<file path="config.mk">
export PLATFORM = sky130hd
export DESIGN_NAME = sram_req_arbiter_flat
export DESIGN_NICKNAME = d
export VERILOG_FILES = /design/src/rtl/sram_req_arbiter_if.sv /design/src/rtl/sram_req_arbiter.sv /design/src/flat_wrapper.sv
export SDC_FILE = /design/constraint.sdc
export NUM_CORES = 1
export LEC_CHECK = 0
export ABC_AREA = 1
export CAP_MARGIN = 20
export CORE_AREA = 10 10 115 117
export CTS_CLUSTER_SIZE = 14
export DETAILED_ROUTE_END_ITERATION = 10
export DIE_AREA = 0 0 125 127
export DONT_BUFFER_PORTS = 1
export PLACE_DENSITY = 0.4
export SLEW_MARGIN = 20
export SYNTH_ARGS = -nofsm -noshare
export SYNTH_HDL_FRONTEND = slang
export SYNTH_SLANG_ARGS = --single-unit
</file>
<file path="constraint.sdc">
create_clock -name clk -period 2.2 [get_ports clk]
set_input_delay 0.22 -clock clk [delete_from_list [all_inputs] [get_ports clk]]
set_output_delay 0.22 -clock clk [all_outputs]
set_load 0.05 [all_outputs]
</file>
<file path="src/rtl/sram_req_arbiter_if.sv">
`default_nettype none
// ============================================================================
//  Module      : sram_req_arbiter_if
//  Description : sram-like request/response bus (address phase + data phase).
//  Revision    : 1.0 - initial release
// ============================================================================
interface sram_req_arbiter_if;
    logic        req;
    logic        wr;
    logic [1:0]  size;
    logic [3:0]  wstrb;
    logic [31:0] addr;
    logic [31:0] wdata;
    logic        addr_ok;
    logic        data_ok;
    logic [31:0] rdata;

    modport master (
        output req, wr, size, wstrb, addr, wdata,
        input  addr_ok, data_ok, rdata
    );

    modport slave (
        input  req, wr, size, wstrb, addr, wdata,
        output addr_ok, data_ok, rdata
    );
endinterface
`default_nettype wire

</file>
<file path="src/rtl/sram_req_arbiter.sv">
`default_nettype none
// ============================================================================
//  Module      : sram_req_arbiter
//  Description : Shares one sram-like port between fetch and load/store
//                masters; in-order owner FIFO routes responses back.
//  Revision    : 1.0 - initial release
// ============================================================================
module sram_req_arbiter #(
    parameter int MAX_OUTS   = 2,
    parameter int STARVE_LIM = 4
) (
    input  wire logic           clk,
    input  wire logic           reset,
    sram_req_arbiter_if.slave   inst_bus,
    sram_req_arbiter_if.slave   data_bus,
    sram_req_arbiter_if.master  mem_bus,
    output logic                err_spurious
);

    localparam int PTR_W = (MAX_OUTS > 1) ? $clog2(MAX_OUTS) : 1;
    localparam int DEPTH = 1 << PTR_W;
    localparam int CNT_W = $clog2(MAX_OUTS + 1);
    localparam int SC_W  = $clog2(STARVE_LIM + 1);

    localparam logic [PTR_W-1:0] c_PTR_LAST  = PTR_W'(MAX_OUTS - 1);
    localparam logic [CNT_W-1:0] c_CNT_FULL  = CNT_W'(MAX_OUTS);
    localparam logic [SC_W-1:0]  c_STARVE_MX = SC_W'(STARVE_LIM);

    logic [DEPTH-1:0] r_owner;
    logic [PTR_W-1:0] r_wr_ptr;
    logic [PTR_W-1:0] r_rd_ptr;
    logic [CNT_W-1:0] r_outs_cnt;
    logic [SC_W-1:0]  r_starve_cnt;
    logic             r_err_spurious;

    logic w_full;
    logic w_empty;
    logic w_inst_forced;
    logic w_grant_data;
    logic w_grant_inst;
    logic w_push;
    logic w_pop;
    logic w_spurious;
    logic w_head_data;
    logic w_resp_inst;
    logic w_resp_data;

    assign w_full  = (r_outs_cnt == c_CNT_FULL);
    assign w_empty = (r_outs_cnt == '0);

    // Grants are forced low during reset so every output is quiet while it is held.
    assign w_inst_forced = inst_bus.req && (r_starve_cnt == c_STARVE_MX);
    assign w_grant_data  = !reset && !w_full && data_bus.req && !w_inst_forced;
    assign w_grant_inst  = !reset && !w_full && inst_bus.req && !w_grant_data;

    assign mem_bus.req   = w_grant_data || w_grant_inst;
    assign mem_bus.wr    = w_grant_data ? data_bus.wr    : 1'b0;
    assign mem_bus.size  = w_grant_data ? data_bus.size  : (w_grant_inst ? 2'd2 : 2'd0);
    assign mem_bus.wstrb = w_grant_data ? data_bus.wstrb : 4'h0;
    assign mem_bus.wdata = w_grant_data ? data_bus.wdata : 32'h0;
    assign mem_bus.addr  = w_grant_data ? data_bus.addr
                         : (w_grant_inst ? inst_bus.addr : 32'h0);

    assign data_bus.addr_ok = w_grant_data && mem_bus.addr_ok;
    assign inst_bus.addr_ok = w_grant_inst && mem_bus.addr_ok;

    assign w_push     = mem_bus.req && mem_bus.addr_ok;
    assign w_pop      = mem_bus.data_ok && !w_empty;
    assign w_spurious = mem_bus.data_ok && w_empty;

    assign w_head_data = r_owner[r_rd_ptr];
    assign w_resp_inst = !reset && w_pop && !w_head_data;
    assign w_resp_data = !reset && w_pop &&  w_head_data;

    assign inst_bus.data_ok = w_resp_inst;
    assign inst_bus.rdata   = w_resp_inst ? mem_bus.rdata : 32'h0;
    assign data_bus.data_ok = w_resp_data;
    assign data_bus.rdata   = w_resp_data ? mem_bus.rdata : 32'h0;

    assign err_spurious = r_err_spurious;

    always_ff @(posedge clk) begin
        if (reset) begin
            r_owner        <= '0;
            r_wr_ptr       <= '0;
            r_rd_ptr       <= '0;
            r_outs_cnt     <= '0;
            r_starve_cnt   <= '0;
            r_err_spurious <= 1'b0;
        end else begin
            if (w_push) begin
                r_owner[r_wr_ptr] <= w_grant_data;
                r_wr_ptr          <= (r_wr_ptr == c_PTR_LAST) ? '0 : r_wr_ptr + 1'b1;
            end
            if (w_pop) begin
                r_rd_ptr <= (r_rd_ptr == c_PTR_LAST) ? '0 : r_rd_ptr + 1'b1;
            end

            // Simultaneous push and pop leaves the occupancy unchanged.
            case ({w_push, w_pop})
                2'b10:   r_outs_cnt <= r_outs_cnt + 1'b1;
                2'b01:   r_outs_cnt <= r_outs_cnt - 1'b1;
                default: r_outs_cnt <= r_outs_cnt;
            endcase

            if (!inst_bus.req || (w_grant_inst && w_push)) begin
                r_starve_cnt <= '0;
            end else if (w_grant_data && w_push && (r_starve_cnt != c_STARVE_MX)) begin
                r_starve_cnt <= r_starve_cnt + 1'b1;
            end

            if (w_spurious) begin
                r_err_spurious <= 1'b1;
            end
        end
    end

endmodule
`default_nettype wire

</file>
<file path="src/flat_wrapper.sv">
// flat-port wrapper written by rule: the top's interface ports become plain ports
module sram_req_arbiter_flat 
#(
    parameter int MAX_OUTS   = 2,
    parameter int STARVE_LIM = 4
)
  (clk, reset, err_spurious, inst_bus_req, inst_bus_wr, inst_bus_size, inst_bus_wstrb, inst_bus_addr, inst_bus_wdata, inst_bus_addr_ok, inst_bus_data_ok, inst_bus_rdata, data_bus_req, data_bus_wr, data_bus_size, data_bus_wstrb, data_bus_addr, data_bus_wdata, data_bus_addr_ok, data_bus_data_ok, data_bus_rdata, mem_bus_req, mem_bus_wr, mem_bus_size, mem_bus_wstrb, mem_bus_addr, mem_bus_wdata, mem_bus_addr_ok, mem_bus_data_ok, mem_bus_rdata);
  sram_req_arbiter_if inst_bus_i ();
  sram_req_arbiter_if data_bus_i ();
  sram_req_arbiter_if mem_bus_i ();
  input  wire logic clk;
  input  wire logic reset;
  output logic err_spurious;
  input wire logic [$bits(inst_bus_i.req)-1:0] inst_bus_req;
  input wire logic [$bits(inst_bus_i.wr)-1:0] inst_bus_wr;
  input wire logic [$bits(inst_bus_i.size)-1:0] inst_bus_size;
  input wire logic [$bits(inst_bus_i.wstrb)-1:0] inst_bus_wstrb;
  input wire logic [$bits(inst_bus_i.addr)-1:0] inst_bus_addr;
  input wire logic [$bits(inst_bus_i.wdata)-1:0] inst_bus_wdata;
  output wire logic [$bits(inst_bus_i.addr_ok)-1:0] inst_bus_addr_ok;
  output wire logic [$bits(inst_bus_i.data_ok)-1:0] inst_bus_data_ok;
  output wire logic [$bits(inst_bus_i.rdata)-1:0] inst_bus_rdata;
  input wire logic [$bits(data_bus_i.req)-1:0] data_bus_req;
  input wire logic [$bits(data_bus_i.wr)-1:0] data_bus_wr;
  input wire logic [$bits(data_bus_i.size)-1:0] data_bus_size;
  input wire logic [$bits(data_bus_i.wstrb)-1:0] data_bus_wstrb;
  input wire logic [$bits(data_bus_i.addr)-1:0] data_bus_addr;
  input wire logic [$bits(data_bus_i.wdata)-1:0] data_bus_wdata;
  output wire logic [$bits(data_bus_i.addr_ok)-1:0] data_bus_addr_ok;
  output wire logic [$bits(data_bus_i.data_ok)-1:0] data_bus_data_ok;
  output wire logic [$bits(data_bus_i.rdata)-1:0] data_bus_rdata;
  output wire logic [$bits(mem_bus_i.req)-1:0] mem_bus_req;
  output wire logic [$bits(mem_bus_i.wr)-1:0] mem_bus_wr;
  output wire logic [$bits(mem_bus_i.size)-1:0] mem_bus_size;
  output wire logic [$bits(mem_bus_i.wstrb)-1:0] mem_bus_wstrb;
  output wire logic [$bits(mem_bus_i.addr)-1:0] mem_bus_addr;
  output wire logic [$bits(mem_bus_i.wdata)-1:0] mem_bus_wdata;
  input wire logic [$bits(mem_bus_i.addr_ok)-1:0] mem_bus_addr_ok;
  input wire logic [$bits(mem_bus_i.data_ok)-1:0] mem_bus_data_ok;
  input wire logic [$bits(mem_bus_i.rdata)-1:0] mem_bus_rdata;
  assign inst_bus_i.req = inst_bus_req;
  assign inst_bus_i.wr = inst_bus_wr;
  assign inst_bus_i.size = inst_bus_size;
  assign inst_bus_i.wstrb = inst_bus_wstrb;
  assign inst_bus_i.addr = inst_bus_addr;
  assign inst_bus_i.wdata = inst_bus_wdata;
  assign inst_bus_addr_ok = inst_bus_i.addr_ok;
  assign inst_bus_data_ok = inst_bus_i.data_ok;
  assign inst_bus_rdata = inst_bus_i.rdata;
  assign data_bus_i.req = data_bus_req;
  assign data_bus_i.wr = data_bus_wr;
  assign data_bus_i.size = data_bus_size;
  assign data_bus_i.wstrb = data_bus_wstrb;
  assign data_bus_i.addr = data_bus_addr;
  assign data_bus_i.wdata = data_bus_wdata;
  assign data_bus_addr_ok = data_bus_i.addr_ok;
  assign data_bus_data_ok = data_bus_i.data_ok;
  assign data_bus_rdata = data_bus_i.rdata;
  assign mem_bus_req = mem_bus_i.req;
  assign mem_bus_wr = mem_bus_i.wr;
  assign mem_bus_size = mem_bus_i.size;
  assign mem_bus_wstrb = mem_bus_i.wstrb;
  assign mem_bus_addr = mem_bus_i.addr;
  assign mem_bus_wdata = mem_bus_i.wdata;
  assign mem_bus_i.addr_ok = mem_bus_addr_ok;
  assign mem_bus_i.data_ok = mem_bus_data_ok;
  assign mem_bus_i.rdata = mem_bus_rdata;
  sram_req_arbiter #(.MAX_OUTS(MAX_OUTS), .STARVE_LIM(STARVE_LIM)) u_core (.clk(clk), .reset(reset), .inst_bus(inst_bus_i), .data_bus(data_bus_i), .mem_bus(mem_bus_i), .err_spurious(err_spurious));
endmodule
</file>
==> reports/metrics.csv, run 1 <==
metric,value,unit
Num CTS Buffers,3,
final hold viol count,0,
DR pass1 iterations,5,
fraction of layout cells with a size suffix above 1,31.2,%
post-route clock period utilization,92.9,%
Register-to-Register Setup Slack,0.25,ns
Final Skew,0.00102,ns
post-CTS setup buffer count,0,
via count,2585,
endpoint class of the critical path,output port,
First DRT Iteration DRCs,97,
# diodes,0,
first-pass GRT wire length,14.3,mm
Clock Pin Slew Worst Setup and Hold Paths,0.04,ns
"top cells by area, synth","nor2_1 23%, inv_1 18%, nand2_1 17%",
Max VDD drop,0.000285,V
NumNets Final,677,
"Primary FF master, synth",dfxtp_1,
Util after Layout,30.3,%
DIE AREA,15900,um^2
"EDFF count, synth",0,
chip width,125,um
fin crit period,2.04,ns
Max Root-Sink Buffers,2,
met1 wire length,3.32,mm
CP Data Required Time,1.98,ns
uppermost layer routed,met4,
initial core utilization,15.7,%
post-synth top area cell,nor2_1,
Via density,4.06,
WL final,9.56,mm
LEAKAGE,2.03,nW
sequential share of the synthesized area,11.5,%
startpoint types,flip-flop,
R2R Path End,u_core.r_outs_cnt[1],
setup_tns,0,ns
met2 routed WL,4.84,mm
total gr overflow,0,
Die Height,127,um
Slew HR,65.8,%
Critical path buffers and inverters,3,
status,"complete, no violations",
Critical Path Stages,8,
dpl ws,0.267,ns
pin slew with the least headroom to its limit,0.512,ns
FF-to-FF Start,u_core.r_starve_cnt[0],
Post-DRT Antenna Nets,0,
hpwl dp,8.64,mm
Worst Setup EP,mem_bus_addr[22],
crit-path leading delay family,buffers and inverters,
CTS tree,built,
Setup WS post-layout,0.156,ns
Yosys top cell area share,22.8,%
Area Growth Syn to Fin,92.8,%
CTS Root Buffer Type,clkbuf_16,
initial antenna violation count,0,
synthesized flop and latch total,10,
PD cells,520,nW/um^2
syn avg cell area,4.75,um^2
Synth Warn #,0,
I/O pin count,321,
Synth Net Count,551,
WL per Instance,15.0,um
most frequent CP cell,nand3_1,
kind of critical path,reg -> out,
Setup Viol. Count Final,0,
data arrival time at the worst-slack endpoint,1.82,ns
Slowest cell on crit path,dfxtp_1,
vias in the first global route,2610,
met3 wire len,1.37,mm
FMAX,489,MHz
fillers,1194,
row count,39,
clk_lat worst skew,0.24,ns
worst setup path start,u_core.r_starve_cnt[0],
Post-synth ARST share,0,%
gpl congestion,0.839,
Buffers on Ports,0,
"Max FO, Critical Path",48,
largest net degree at the start of global routing,49,
total power,1.75,mW
crit path cell chain,inv_1 > ha_1 > nand3_1 > nand3_2 > buf_6 > nand3_1 > nand2_1 > buf_12,
worst min path class,in -> reg,
R2R depth,11,
mapped cell area,1750,um^2
most common cell in the netlist,nor2_1,
synth unique cells,21,
Max Slew Vio Count,0,
Total Routing Usage GR,10.6,%
"Hold-fix buffers, CTS",0,
synth cell count leaders,"106 x nor2_1, 82 x inv_1, 80 x nand2_1",
post_cts resized,0,
max incr delay on CP,0.32,ns
core area,11100,um^2
max_cap viols,0,
clock sink total,10,
Mapped Cells,368,
H-tree depth,1,
# DRC,0,
-- registers in the layout, summed over array words and instances, names as in the netlist --
name                 count
u_core.r_owner           2
u_core.r_starve_cnt      3
u_core.r_rd_ptr          1
u_core.err_spurious      1
u_core.r_wr_ptr          1
u_core.r_outs_cnt        2
-- cells by family after synthesis --
| logic type | after synthesis | synth area share (%) |
|---|---|---|
| xor+xnor | 1 | 0.501 |
| fa+ha+maj | 3 | 2.15 |
| buf+inv | 106 | 26.5 |
| simple gates | 230 | 54.0 |
| compound gates | 18 | 5.37 |
| flops | 10 | 11.5 |
-- layer usage --
metal / up-vias / track usage, %
li1: 1312 / -
met1: 1096 / 11.1
met2: 173 / 19.0
met3: 4 / 6.00
met4: 0 / 0.813
met5: - / 0
-- report_power, final --
| part | internal [mW] | switching [mW] | total [mW] | leakage (nW) |
|---|---|---|---|---|
| Combinational | 0.389 | 0.779 | 1.17 | 1.90 |
| Clock | 0.274 | 0.0913 | 0.365 | 0.0442 |
| Sequential | 0.198 | 0.0209 | 0.219 | 0.0816 |
-- layout by cell type, fill, tap and decap left out --
cell       count
clkinv_2       1
nand3_1       38
inv_4          1
nand2_1       80
clkbuf_16      3
nand3_4        2
buf_12        33
clkbuf_8       1
a31oi_1        1
ha_1           3
or2_1          1
nand2_2        1
inv_1         82
o21ai_0        4
xor2_1         1
dfxtp_1       10
nor2_4         1
nor2_1       106
nand3_2        1
buf_6          2
inv_2          2
o21ai_1        2
o21a_1         1
buf_4        106
a21oi_1       10
-- worst min path at each step --
| stage | slack [ns] | end | cells after the start | start |
|---|---|---|---|---|
| floorplan | 0.29 | u_core.r_owner[0] | 1 | reset |
| global placement | 0.29 | u_core.r_owner[1] | 1 | reset |
| detailed placement | 0.29 | u_core.r_owner[1] | 1 | reset |
| CTS | 0.04 | u_core.r_owner[1] | 1 | reset |
| global route | 0.04 | u_core.err_spurious | 1 | reset |
| finish | 0.05 | u_core.r_owner[1] | 1 | reset |
-- cell type report --
class	count	area [um^2]	area share, %
inverter	86	327	9.69
timing repair buffer	141	1480	43.9
clock buffer	4	88.8	2.64
multi-input combinational	252	1100	32.6
sequential	10	200	5.94
tap	143	179	5.31
-- stage by stage --
stage,cell area (um^2),hold slack (ns),instances
4_1_cts,3350,0.0413,636
5_1_grt,3370,0.0410,636
3_3_place_gp,3260,0.291,632
6_report,3370,0.0452,636
3_5_place_dp,3260,0.293,632
2_1_floorplan,1750,0.289,368
Power figures use the tool's default switching activity.
==> run 2, diff against run 1 <==
==> constraint.sdc (replaced) <==
create_clock -name clk -period 2.1 [get_ports clk]
set_input_delay 0.21 -clock clk [delete_from_list [all_inputs] [get_ports clk]]
set_output_delay 0.21 -clock clk [all_outputs]
set_load 0.05 [all_outputs]
==> reports/metrics.csv, run 2 (synthesis gave the netlist of run 1 again) <==
metric,value,unit
# DRC,0,
HP Start,reset,
PD cells,536,nW/um^2
biggest regs,"u_core.r_starve_cnt: 3 flops, u_core.r_outs_cnt: 2 flops, u_core.r_owner: 2 flops",
DIE AREA,15900,um^2
flip-flop and latch area,201,um^2
Clock Pin Slew Worst Setup and Hold Paths,0.04,ns
Die Height,127,um
crit path cell chain,inv_1 > ha_1 > nand3_2 > nand3_4 > buf_12 > clkbuf_16 > nand3_1 > nand2_1 > buf_12,
Setup Viol. Count Final,0,
uppermost layer routed,met4,
initial core utilization,15.7,%
"commonest non-fill, non-tap cell in the layout",buf_4,
clk_lat worst skew,0.24,ns
Net Sw Frac,50.3,%
most frequent CP cell,buf_12,
Hold EP,u_core.err_spurious,
Max VDD drop,0.000379,V
# diodes,0,
data arrival time at the worst-slack endpoint,1.78,ns
endpoint class of the critical path,output port,
initial antenna violation count,0,
Slew HR,65.3,%
vias in the first global route,2664,
core area,11100,um^2
met3 wire len,1.24,mm
H-tree depth,1,
CTS Root Buffer Type,clkbuf_16,
Num CTS Buffers,3,
most flop-heavy register,u_core.r_starve_cnt,
worst min path class,in -> reg,
WL final,10.1,mm
Post-DRT Antenna Nets,0,
max incr delay on CP,0.33,ns
worst hold slack,0.0399,ns
Register-to-Register Setup Slack,0.15,ns
Clock Power Share,19.8,%
FMAX,503,MHz
CTS tree,built,
status,"complete, no violations",
"Max FO, Critical Path",11,
Final Skew,0.00130,ns
row count,39,
Util after Layout,31.8,%
final hold viol count,0,
fillers,1182,
kind of critical path,reg -> out,
startpoint types,flip-flop,
WL per Instance,15.8,um
gpl congestion,0.854,
footprint of the multi-input gates,1130,um^2
fin crit period,1.99,ns
LEAKAGE,2.10,nW
FF-to-FF Start,u_core.r_starve_cnt[0],
Slowest cell on crit path,dfxtp_2,
CP Data Required Time,1.89,ns
NumNets Final,684,
P_int,0.942,mW
WHS Path Cells,1,
Total Routing Usage GR,10.8,%
R2R Path End,u_core.r_outs_cnt[1],
pin slew with the least headroom to its limit,0.519,ns
Max Slew Vio Count,0,
unrepaired setup endpoints after global routing,no,
Max Root-Sink Buffers,2,
Buffers on Ports,0,
met2 routed WL,5.11,mm
first-pass GRT wire length,14.5,mm
sequential share of power,12.1,%
Area Growth Syn to Fin,102,%
Via density,4.09,
fraction of layout cells with a size suffix above 1,33.2,%
max_cap viols,0,
met1 wire length,3.72,mm
chip width,125,um
Finished Cell Area,3540,um^2
Switch Pwr,0.954,mW
largest net degree at the start of global routing,49,
placed cell area,3280,um^2
most frequent cells in the layout,"106 x buf_4, 105 x nor2_1, 81 x inv_1",
via count,2628,
hpwl dp,8.76,mm
total gr overflow,0,
clock sink total,10,
R2R depth,11,
Combinational Power Share,68.1,%
DR pass1 iterations,4,
number of flip-flops in the largest register,3,
post-route clock period utilization,94.7,%
I/O pin count,321,
First DRT Iteration DRCs,111,
==> run 2: per-stage QoR <==
stage | TNS (ns) | power [mW] | setup slack (ns) | cells
6_report | 0 | 1.90 | 0.110 | 643
5_1_grt | 0 | 1.99 | 0.0118 | 643
4_1_cts | -0.00287 | 1.86 | -0.00287 | 637
3_5_place_dp | 0 | 1.47 | 0.166 | 633
3_3_place_gp | 0 | 1.46 | 0.179 | 633
2_1_floorplan | 0 | 1.02 | 0.0409 | 368
==> run 2: timing repair <==
action                                  CTS  global route
setup buffers                             0             3
gates cloned                              0             3
hold buffers                              0             0
endpoints found under the setup margin   14            75
gates resized for setup                   3            19
==> run 2: worst max-delay path by stage <==
| stage | startpoint | end | slack (ns) | cells after the start |
|---|---|---|---|---|
| 3_3_place_gp | u_core.r_starve_cnt[0] | u_core.r_outs_cnt[1] | 0.18 | 11 |
| 5_1_grt | u_core.r_starve_cnt[0] | mem_bus_addr[19] | 0.01 | 9 |
| 6_report | u_core.r_starve_cnt[0] | mem_bus_addr[19] | 0.11 | 9 |
| 2_1_floorplan | u_core.r_starve_cnt[0] | u_core.r_outs_cnt[1] | 0.04 | 12 |
| 4_1_cts | u_core.r_starve_cnt[0] | mem_bus_wdata[6] | -0.003 | 7 |
| 3_5_place_dp | u_core.r_starve_cnt[0] | u_core.r_outs_cnt[1] | 0.17 | 11 |
==> run 2: worst max-delay path, delay by kind of cell, from the launching register on <==
kind	cells	cell delay (ns)
fa+ha+maj	1	0.22
simple gates	4	0.42
buf+inv	4	0.57
flops	1	0.33
==> run 2: power by group through the flow <==
stage               Clock (mW)  Sequential, mW  Combinational (mW)
floorplan                    0           0.230               0.789
CTS                      0.385           0.229                1.24
global placement             0           0.232                1.23
global route             0.397           0.232                1.36
finish                   0.376           0.229                1.29
detailed placement           0           0.232                1.24
==> run 2: layer usage <==
| layer | global-route usage, % | up-vias |
|---|---|---|
| met4 | 1.42 | 0 |
| li1 | - | 1329 |
| met2 | 19.4 | 175 |
| met3 | 6.00 | 6 |
| met1 | 11.0 | 1118 |
| met5 | 0 | - |
==> run 2: cell type report <==
type,count,area share (%)
sequential,10,5.69
inverter,86,9.41
clock buffer,4,2.51
multi-input combinational,253,31.9
timing repair buffer,147,45.5
tap,143,5.06
==> run 3, diff against run 2 <==
--- a/config.mk
+++ b/config.mk
@@ -8,6 +8,8 @@
 export ABC_AREA = 1
 export CAP_MARGIN = 20
 export CORE_AREA = 10 10 115 117
+export CTS_BUF_LIST = sky130_fd_sc_hd__clkbuf_4 sky130_fd_sc_hd__clkbuf_8
+export CTS_CLUSTER_DIAMETER = 100
 export CTS_CLUSTER_SIZE = 14
 export DETAILED_ROUTE_END_ITERATION = 10
 export DIE_AREA = 0 0 125 127
==> reports/metrics.csv, run 3 (synthesis gave the netlist of run 1 again) <==
metric,value,unit
post-route clock period utilization,94.6,%
Die Height,127,um
Clock Power Share,13.5,%
vias in the first global route,2663,
Final Skew,0.00191,ns
sequential share of power,13.0,%
flip-flop and latch area,201,um^2
most frequent cells in the layout,"106 x buf_4, 105 x nor2_1, 81 x inv_1",
Num CTS Buffers,3,
Slowest cell on crit path,dfxtp_2,
crit-path leading delay family,buffers and inverters,
Finished Cell Area,3500,um^2
fraction of layout cells with a size suffix above 1,33.2,%
DIE AREA,15900,um^2
Max Root-Sink Buffers,2,
Clock Pin Slew Worst Setup and Hold Paths,0.05,ns
via count,2623,
most flop-heavy register,u_core.r_starve_cnt,
worst min path class,in -> reg,
total gr overflow,0,
initial core utilization,15.7,%
total power,1.76,mW
Util after Layout,31.5,%
chip width,125,um
fin crit period,1.99,ns
core area,11100,um^2
Combinational Power Share,73.4,%
# diodes,0,
CTS Root Buffer Type,clkbuf_8,
FMAX,503,MHz
startpoint types,flip-flop,
Critical path buffers and inverters,4,
PD cells,502,nW/um^2
first-pass GRT wire length,14.4,mm
H-tree depth,1,
gpl congestion,0.854,
LEAKAGE,2.08,nW
data arrival time at the worst-slack endpoint,1.78,ns
fillers,1186,
footprint of the multi-input gates,1130,um^2
Total Routing Usage GR,10.7,%
Setup Viol. Count Final,0,
unrepaired setup endpoints after global routing,no,
biggest regs,"u_core.r_starve_cnt: 3 flops, u_core.r_outs_cnt: 2 flops, u_core.r_owner: 2 flops",
Buffers on Ports,0,
status,"complete, no violations",
placed cell area,3280,um^2
row count,39,
final hold viol count,0,
WL per Instance,15.7,um
max_cap viols,0,
clock sink total,10,
Slew HR,65.3,%
# DRC,0,
Switch Pwr,0.938,mW
I/O pin count,321,
largest net degree at the start of global routing,49,
P_int,0.820,mW
kind of critical path,reg -> out,
Via density,4.08,
"commonest non-fill, non-tap cell in the layout",buf_4,
Area Growth Syn to Fin,101,%
endpoint class of the critical path,output port,
Net Sw Frac,53.4,%
CTS tree,built,
pin slew with the least headroom to its limit,0.519,ns
CP Data Required Time,1.89,ns
crit path cell chain,inv_1 > ha_1 > nand3_2 > nand3_4 > buf_12 > clkbuf_16 > nand3_1 > nand2_1 > buf_12,
DR pass1 iterations,4,
max incr delay on CP,0.33,ns
clk_lat worst skew,0.23,ns
"Max FO, Critical Path",11,
most frequent CP cell,buf_12,
hpwl dp,8.76,mm
WL final,10.1,mm
Post-DRT Antenna Nets,0,
Max Slew Vio Count,0,
number of flip-flops in the largest register,3,
Max VDD drop,0.000339,V
First DRT Iteration DRCs,108,
NumNets Final,684,
initial antenna violation count,0,
==> run 3: cell counts in the layout (fill, tap and decap cells not counted) <==
No cell type changed its count.
==> run 3: per-layer routing <==
layer | vias up | global-route usage, % | part of all wire [%]
met2 | 170 | 19.4 | 51
met3 | 4 | 6.00 | 12
met5 | - | 0 | 0
met1 | 1119 | 10.9 | 37
li1 | 1330 | - | -
met4 | 0 | 0.813 | 0.46
==> run 3: final timing paths <==
path / start / end / slack [ns] / cells past startpoint
max reg2reg: u_core.r_starve_cnt[0] / u_core.r_outs_cnt[1] / 0.15 / 11
min: reset / u_core.err_spurious / 0.04 / 1
min reg2reg: u_core.r_owner[1] / u_core.r_owner[1] / 0.47 / 2
max: u_core.r_starve_cnt[0] / mem_bus_addr[19] / 0.11 / 9
==> run 3: area by class of cell <==
| class | count | share of cell area [%] |
|---|---|---|
| Timing Repair Buffer | 147 | 45.9 |
| Multi-Input combinational cell | 253 | 32.2 |
| Inverter | 86 | 9.50 |
| Sequential cell | 10 | 5.75 |
| Tap cell | 143 | 5.11 |
| Clock buffer | 4 | 1.57 |
==> run 3: power groups by stage <==
stage          Combinational (mW)  Clock, mW  Sequential, mW
2_1_floorplan               0.789          0           0.230
3_3_place_gp                 1.23          0           0.232
3_5_place_dp                 1.24          0           0.232
4_1_cts                      1.24      0.248           0.229
5_1_grt                      1.36      0.261           0.231
6_report                     1.29      0.238           0.229
==> run 3: stage by stage <==
step	hold slack, ns	setup TNS [ns]	instances	setup slack [ns]
after floorplan	0.279	0	368	0.0409
after global placement	0.281	0	633	0.179
after detailed placement	0.286	0	633	0.166
after CTS	0.0345	-0.00648	637	-0.00648
after global routing	0.0272	0	643	0.00405
final	0.0418	0	643	0.113
==> run 3: what timing repair did <==
action,CTS,global route
endpoints found under the hold margin,0,0
setup buffers,0,3
setup endpoints to repair,14,86
hold buffers,0,0
resized for setup,3,19
gates cloned,0,3
